**src/rtl/controle_escrita_registradores.sv**
```systemverilog
// controle_escrita_registradores
// Write-back sequencer for the register bank write port. It takes requests
// from the memory-load path and the ALU path (the memory path has fixed
// priority), queues them in order, and issues at most one Reg_Write per cycle.
// It also reports whether a queried register still has a write in flight.
//
// Ports:
//   clock, reset                     : clock, async active-low reset
//   alu_valido/pronto/endereco/dados : ALU request handshake + payload
//   mem_valido/pronto/endereco/dados : load request handshake + payload
//   parar_escrita                    : holds the queue (no drain) while high
//   endereco_consulta_1/2            : hazard query addresses
//   pendente_1/2                     : queried register has a write in flight
//   Reg_Write, endereco_escrita,
//   escrever_dados                   : registered bank write port
//   ocupacao                         : current queue entry count
module controle_escrita_registradores #(
  parameter int PROFUNDIDADE  = 4,
  parameter int LARGURA_DADOS = 32,
  parameter int LARGURA_END   = 5
) (
  input  logic                             clock,
  input  logic                             reset,
  input  logic                             alu_valido,
  output logic                             alu_pronto,
  input  logic [LARGURA_END-1:0]           alu_endereco,
  input  logic [LARGURA_DADOS-1:0]         alu_dados,
  input  logic                             mem_valido,
  output logic                             mem_pronto,
  input  logic [LARGURA_END-1:0]           mem_endereco,
  input  logic [LARGURA_DADOS-1:0]         mem_dados,
  input  logic                             parar_escrita,
  input  logic [LARGURA_END-1:0]           endereco_consulta_1,
  input  logic [LARGURA_END-1:0]           endereco_consulta_2,
  output logic                             pendente_1,
  output logic                             pendente_2,
  output logic                             Reg_Write,
  output logic [LARGURA_END-1:0]           endereco_escrita,
  output logic [LARGURA_DADOS-1:0]         escrever_dados,
  output logic [$clog2(PROFUNDIDADE+1)-1:0] ocupacao
);

  localparam int PW = $clog2(PROFUNDIDADE);
  localparam int OW = $clog2(PROFUNDIDADE+1);

  typedef struct packed {
    logic [LARGURA_END-1:0]   ender;
    logic [LARGURA_DADOS-1:0] dados;
  } entrada_t;

  entrada_t                fila [PROFUNDIDADE];
  logic [PROFUNDIDADE-1:0] vld;            // per-slot occupancy, for the hazard compare
  logic [PW-1:0]           ptr_esc, ptr_lei;

  entrada_t entrada;
  logic     cheio, acc_mem, acc_alu, push, pop;

  // Ready uses the pre-edge count, so a full queue never accepts even when
  // a pop happens on the same edge.
  assign cheio      = (ocupacao == OW'(PROFUNDIDADE));
  assign mem_pronto = !cheio;
  assign alu_pronto = !cheio && !mem_valido;
  assign acc_mem    = mem_valido && mem_pronto;
  assign acc_alu    = alu_valido && alu_pronto;
  assign entrada    = acc_mem ? '{ender: mem_endereco, dados: mem_dados}
                              : '{ender: alu_endereco, dados: alu_dados};
  // Writes to register 0 are acknowledged but dropped.
  assign push       = (acc_mem || acc_alu) && (entrada.ender != '0);
  assign pop        = (ocupacao != '0) && !parar_escrita;

  always_ff @(posedge clock) begin
    if (push) fila[ptr_esc] <= entrada;
  end

  always_ff @(posedge clock or negedge reset) begin
    if (!reset) begin
      ptr_esc          <= '0;
      ptr_lei          <= '0;
      ocupacao         <= '0;
      vld              <= '0;
      Reg_Write        <= 1'b0;
      endereco_escrita <= '0;
      escrever_dados   <= '0;
    end else begin
      if (pop) begin
        vld[ptr_lei]     <= 1'b0;
        ptr_lei          <= ptr_lei + 1'b1;
        Reg_Write        <= 1'b1;
        endereco_escrita <= fila[ptr_lei].ender;
        escrever_dados   <= fila[ptr_lei].dados;
      end else begin
        Reg_Write        <= 1'b0;
      end
      // Push and pop never target the same slot: push implies not full.
      if (push) begin
        vld[ptr_esc] <= 1'b1;
        ptr_esc      <= ptr_esc + 1'b1;
      end
      case ({push, pop})
        2'b10:   ocupacao <= ocupacao + 1'b1;
        2'b01:   ocupacao <= ocupacao - 1'b1;
        default: ocupacao <= ocupacao;
      endcase
    end
  end

  // Hazard compare: every occupied slot plus the write currently on the port.
  logic [PROFUNDIDADE-1:0] hit1, hit2;
  for (genvar i = 0; i < PROFUNDIDADE; i++) begin : g_cmp
    assign hit1[i] = vld[i] && (fila[i].ender == endereco_consulta_1);
    assign hit2[i] = vld[i] && (fila[i].ender == endereco_consulta_2);
  end

  assign pendente_1 = (endereco_consulta_1 != '0) &&
                      ((|hit1) || (Reg_Write && (endereco_escrita == endereco_consulta_1)));
  assign pendente_2 = (endereco_consulta_2 != '0) &&
                      ((|hit2) || (Reg_Write && (endereco_escrita == endereco_consulta_2)));

endmodule
```
**config.mk**
```make
export PLATFORM = sky130hd
export DESIGN_NAME = controle_escrita_registradores
export DESIGN_NICKNAME = d
export VERILOG_FILES = /design/src/rtl/controle_escrita_registradores.sv
export SDC_FILE = /design/constraint.sdc
export NUM_CORES = 1
export LEC_CHECK = 0
export CORE_MARGIN = 4
export CORE_UTILIZATION = 50
export CTS_BUF_LIST = sky130_fd_sc_hd__clkbuf_4 sky130_fd_sc_hd__clkbuf_8
export CTS_CLUSTER_DIAMETER = 30
export DETAILED_ROUTE_END_ITERATION = 10
export PLACE_DENSITY = 0.81
export SYNTH_ARGS = -nofsm -noshare
export SYNTH_HDL_FRONTEND = slang
export SYNTH_SLANG_ARGS = --single-unit
```
**constraint.sdc**
```tcl
create_clock -name clock -period 6.2 [get_ports clock]
set_clock_uncertainty 0.2 [all_clocks]
set_input_delay 1.24 -clock clock [delete_from_list [all_inputs] [get_ports clock]]
set_output_delay 1.24 -clock clock [all_outputs]
set_load 0.02 [all_outputs]
```
# Word level (Yosys, flattened, before mapping)
# Memories as Yosys holds them, arrays and structs flattened. A register that Yosys moved wholly into a read port is not among the register bits.
# Index checks and enable logic that the tools add are counted.
[totals] register_bits=12 ram_bits=148 mem_count=1
[mem_list] memory="fila" depth=4 width=37 rd=5 rd_ports_with_merged_regs=1 wr=1 line_no="51" rtl="entrada_t fila [PROFUNDIDADE];"
[classes] addsub=4 reduce_logical=33 order_cmp=4 n_eq_ne=13 n_mux=11 n_bitwise=3
[ops] cell="$eq 5x5->1" count=10
[ops] cell="$mux 37" count=1
[ops] cell="$logic_and 1x1->1" count=19
[ops] cell="$reduce_bool 5->1" count=3
[ops] cell="$mux 4" count=2
[ops] cell="$reduce_or 4->1" count=2
[ops] cell="$lt 2x3->1 const B" count=2
[ops] cell="$pmux 3 s2" count=1
[ops] cell="$mux 1" count=5
[ops] cell="$add 2x1->2 const B" count=2
[ops] cell="$and 4x4->4" count=1
[ops] cell="$demux 1 s2" count=2
[ops] cell="$ge 2x1->1 const B" count=2
[ops] cell="$logic_not 1->1" count=4
[ops] cell="$not 4->4" count=1
[ops] cell="$or 4x4->4" count=1
[ops] cell="$add 3x1->3 const B" count=1
[ops] cell="$eq 3x3->1 const B" count=1
[ops] cell="$logic_or 1x1->1" count=3
[ops] cell="$reduce_bool 3->1" count=1
[ops] cell="$sub 3x1->3 const B" count=1
[ops] cell="$eq 2x1->1 const B" count=1
[ops] cell="$eq 2x2->1 const B" count=1
[ops] cell="$reduce_bool 2->1" count=1

# Depth between registers and ports, before layout
[depth] depth_word=9 depth_mapped=10

# Least setup slack after synthesis
# Ideal clock, no wire load.
[synth_path] path_type="in2out" startpoint="input endereco_consulta_1[3]" endpoint="output pendente_1" required_ns=4.760 setup_slack_ns=2.483 stages=6 arrival_ns=2.277 path_cell_list="clkbuf_1 xor2_1 nor4_1 nand3_1 nand3_1 o22a_1"
[synth_via] elab_chain_len=5
[synth_lines] item="start: declaration" line_no="33" rtl="input logic [LARGURA_END-1:0] endereco_consulta_1,"
[synth_lines] item="$eq 5x5->1" line_no="110" rtl="assign hit1[i] = vld[i] && (fila[i].ender == endereco_consulta_1);"
[synth_lines] item="$logic_and 1x1->1" line_no="110"
[synth_lines] item="$reduce_or 4->1" line_no="115" rtl="((|hit1) || (Reg_Write && (endereco_escrita == endereco_consulta_1)));"
[synth_lines] item="$logic_or 1x1->1" line_no="115"
[synth_lines] item="$logic_and 1x1->1 *" line_no="114" rtl="assign pendente_1 = (endereco_consulta_1 != '0) &&"
[synth_lines] item="end: declaration" line_no="35" rtl="output logic pendente_1,"
# Mark *: on every way between the ends. The rest lies on a longest branch, timed or not.

# Worst setup path after layout
[layout_path] startpoint="input endereco_consulta_1[0]" endpoint="output pendente_1"
# Same word-level chain as after synthesis.

==> key figures <==
Outcome
  – Outcome: finished, final reports clean

STA
  – Final setup TNS: 0 ns
  – Slew Limit Fails: 0
  – Slew @ Worst Pin: 1.04 ns
  – Final Hold Viols: 0
  – Final worst setup slack: 1.33 ns
  – RSZ-0062 raised after global routing: no
  – Fin crit period: 4.87 ns
  – Hold slack: 0.313 ns
  – Max Clock Freq: 205 MHz
  – Setup violators final: 0
  – Max transition margin: 30.6%
  – Tcrit/Tclk final: 78.6%

Drt
  – M1 WL: 6.83 mm
  – Metal2 WL: 9.11 mm
  – Top layer in use: met4
  – Vias: 4474
  – Met3 wire length: between 500 and 600 µm
  – WL/cell: 20.2 µm
  – DR iter-0 viols: 210
  – Drt pass-1 iters: 4
  – Antenna-violating nets left: 0
  – Drt via density: roughly 5.4
  – Final wirelength: 16.8 mm
  – DRC: 0

Run
  – Maxcap violations: 0

Clock tree
  – CTS resizes: 0
  – Cts bufs inserted: 17
  – CTS tree: done
  – CTS H-Tree Depth: 4
  – Clk sinks: 197
  – Post-CTS repair timing setup buffer count: 0
  – CTS clk-pin slew, worst paths: 0.10 ns
  – Hold_buf cts: 0
  – Max clock buf depth: 2
  – Root Driver: clkbuf_8
  – Clk Latency, worst-skew pair: 0.45 ns

Worst setup path
  – Kind of critical path: in2out
  – Critical Path Sink Type: output pin
  – Critical path arrival: ~3.4 ns
  – Data required, critical path: 4.76 ns
  – Startpoint types: input pin
  – Critical path fanouts, max: 6

Synthesis
  – Post-synth EDFFs: 148
  – Top_reg_cell synth: edfxtp_1
  – Yosys warnings: 0
  – Seq cells post-synth: 197
  – Async set-reset flop share out of synthesis: 24.9%
  – Mapped Area: approximately 0.0085 mm²
  – Cells after Synth: 465
  – Mean Syn Cell Area: 18.2 µm²
  – Sequential area share after synthesis: 67.0%
  – Count of cell types in the netlist: 31
  – Synth Net Count: 564

Floorplan
  – Die area: 0.0191 mm²
  – FP Rows: 47
  – Initial Utilization: 51.0%
  – Die Ht: 138 µm
  – Die width: 138 µm
  – Ports: 134
  – Core area: ~0.017 mm²

Placed design
  – Post-DP HPWL: 10.7 mm
  – Buffers on Ports: 133
  – Placed inst area: 0.00997 mm²
  – RePlAce Congestion: 0.876
  – Pre-CTS setup slack: 1.29 ns

Finish
  – Commonest non-fill, non-tap cells in the layout: edfxtp_1 (148), clkdlybuf4s50_1 (132), mux2_2 (67), dfrtp_1 (47), xor2_1 (42)
  – Post-route cell area: 0.0104 mm²
  – Diodes inserted: 0
  – Share of cells above drive strength 1: between 20% and 30%
  – Layout filler cell count: 1213
  – Commonest non-fill, non-tap cell in the layout: edfxtp_1
  – Nets: 694
  – P&R area growth vs syn: 22.7%

Power
  – Pwr Density: between 400 and 500 mW/mm²
  – Max IR drop VDD: 0.000191 V
  – P_leak: between 0.003 and 0.004 µW

GRT
  – Total GRT Usage: between 10% and 20%
  – Global-route wire length before repair: 26.7 mm
  – Total grt overflow: 0
  – Largest net degree at the start of global routing: 50
  – Initial antenna violation count: 0
  – Vias in the first global route: 4928

Hold path
  – Hold crit path type: reg2reg
## path summary, 6_finish.rpt
kind | startpoint | slack, ns | cells past startpoint | end
max | endereco_consulta_1[0] | 1.33 | 7 | pendente_1
min in group asynchronous | reset | 0.71 | 2 | escrever_dados[26]$_DFFE_PN0P_
max in group asynchronous | reset | 4.55 | 2 | ptr_lei[1]$_DFFE_PN0P_
max reg2reg | ocupacao[0]$_DFFE_PN0P_ | 3.59 | 9 | ocupacao[2]$_DFFE_PN0P_
min reg2reg | escrever_dados[24]$_DFFE_PN0P_ | 0.31 | 1 | escrever_dados[24]$_DFFE_PN0P_
min | escrever_dados[24]$_DFFE_PN0P_ | 0.31 | 1 | escrever_dados[24]$_DFFE_PN0P_
## worst max-delay path, cell delays in order
cell and delay (ns):
clkdlybuf4s50_1 0.58, xor2_1 0.25, nor4_1 0.38, nand3_1 0.14, nand3_1 0.10, o22a_1 0.14, clkdlybuf4s50_1 0.61
## through the flow
step	std cells	utilization, %	power [µW]
2_1_floorplan	465	-	3330
3_3_place_gp	796	60.1	3950
3_5_place_dp	796	60.1	4020
4_1_cts	828	62.6	4840
5_1_grt	828	62.6	5040
6_report	828	62.6	4770
## area by class of cell
type	instances	area, µm²	area share, %
sequential	197	5670	54.7
multi-input combinational	233	2630	25.4
timing repair buffer	136	1350	13.0
tap	220	275	2.65
clock buffer	17	234	2.25
clock inverter	15	179	1.72
inverter	10	37.5	0.362
## registers in the layout, summed over array words and instances, names as in the netlist
name,flops
escrever_dados,32
Reg_Write,1
ptr_lei,2
fila,148
ptr_esc,2
vld,4
ocupacao,3
endereco_escrita,5
## logic make-up after synthesis
kind of cell	count (synthesis)	share of synthesized area (%)
AND/OR/NAND/NOR	46	3.02
AO/OA/AOI/OAI	10	0.961
multiplexers	112	19.8
XOR/XNOR	55	5.69
buffers and inverters	35	1.91
adder cells (fa/ha/maj)	10	1.57
flip-flops	197	67.0
## synth_stat cells, types with 2 or more instances
cell type  instances  area, µm²
xor2_1            42        368
buf_6              2       22.5
xnor2_1           13        114
nor4_1            11       68.8
buf_1              2       7.51
mux2_1             7       78.8
or4_1              3       22.5
nor2_1             4       15.0
clkbuf_1          11       41.3
nand2_1            8       30.0
mux2_2            67        754
o21ai_0            2       10.0
buf_2              9       45.0
nand3_1           12       60.1
o22a_1             2       17.5
dfrtp_1           49       1230
a21o_1             4       30.0
inv_1             10       37.5
edfxtp_1         148       4440
and2_4             4       35.0
mux4_2            37        833
ha_1               9        113
## metal layers
metal / track usage (%) / up-vias
li1: - / 2042
met1: 21.8 / 2314
met2: 32.2 / 102
met3: 3.76 / 16
met4: 5.67 / 0
met5: 0 / -
## where the power goes
group	switching, µW	internal (µW)	total [µW]
combinational	794	892	1690
clock	480	343	823
sequential	302	1960	2260
total	1580	3190	4770
Power figures use the tool's default switching activity.
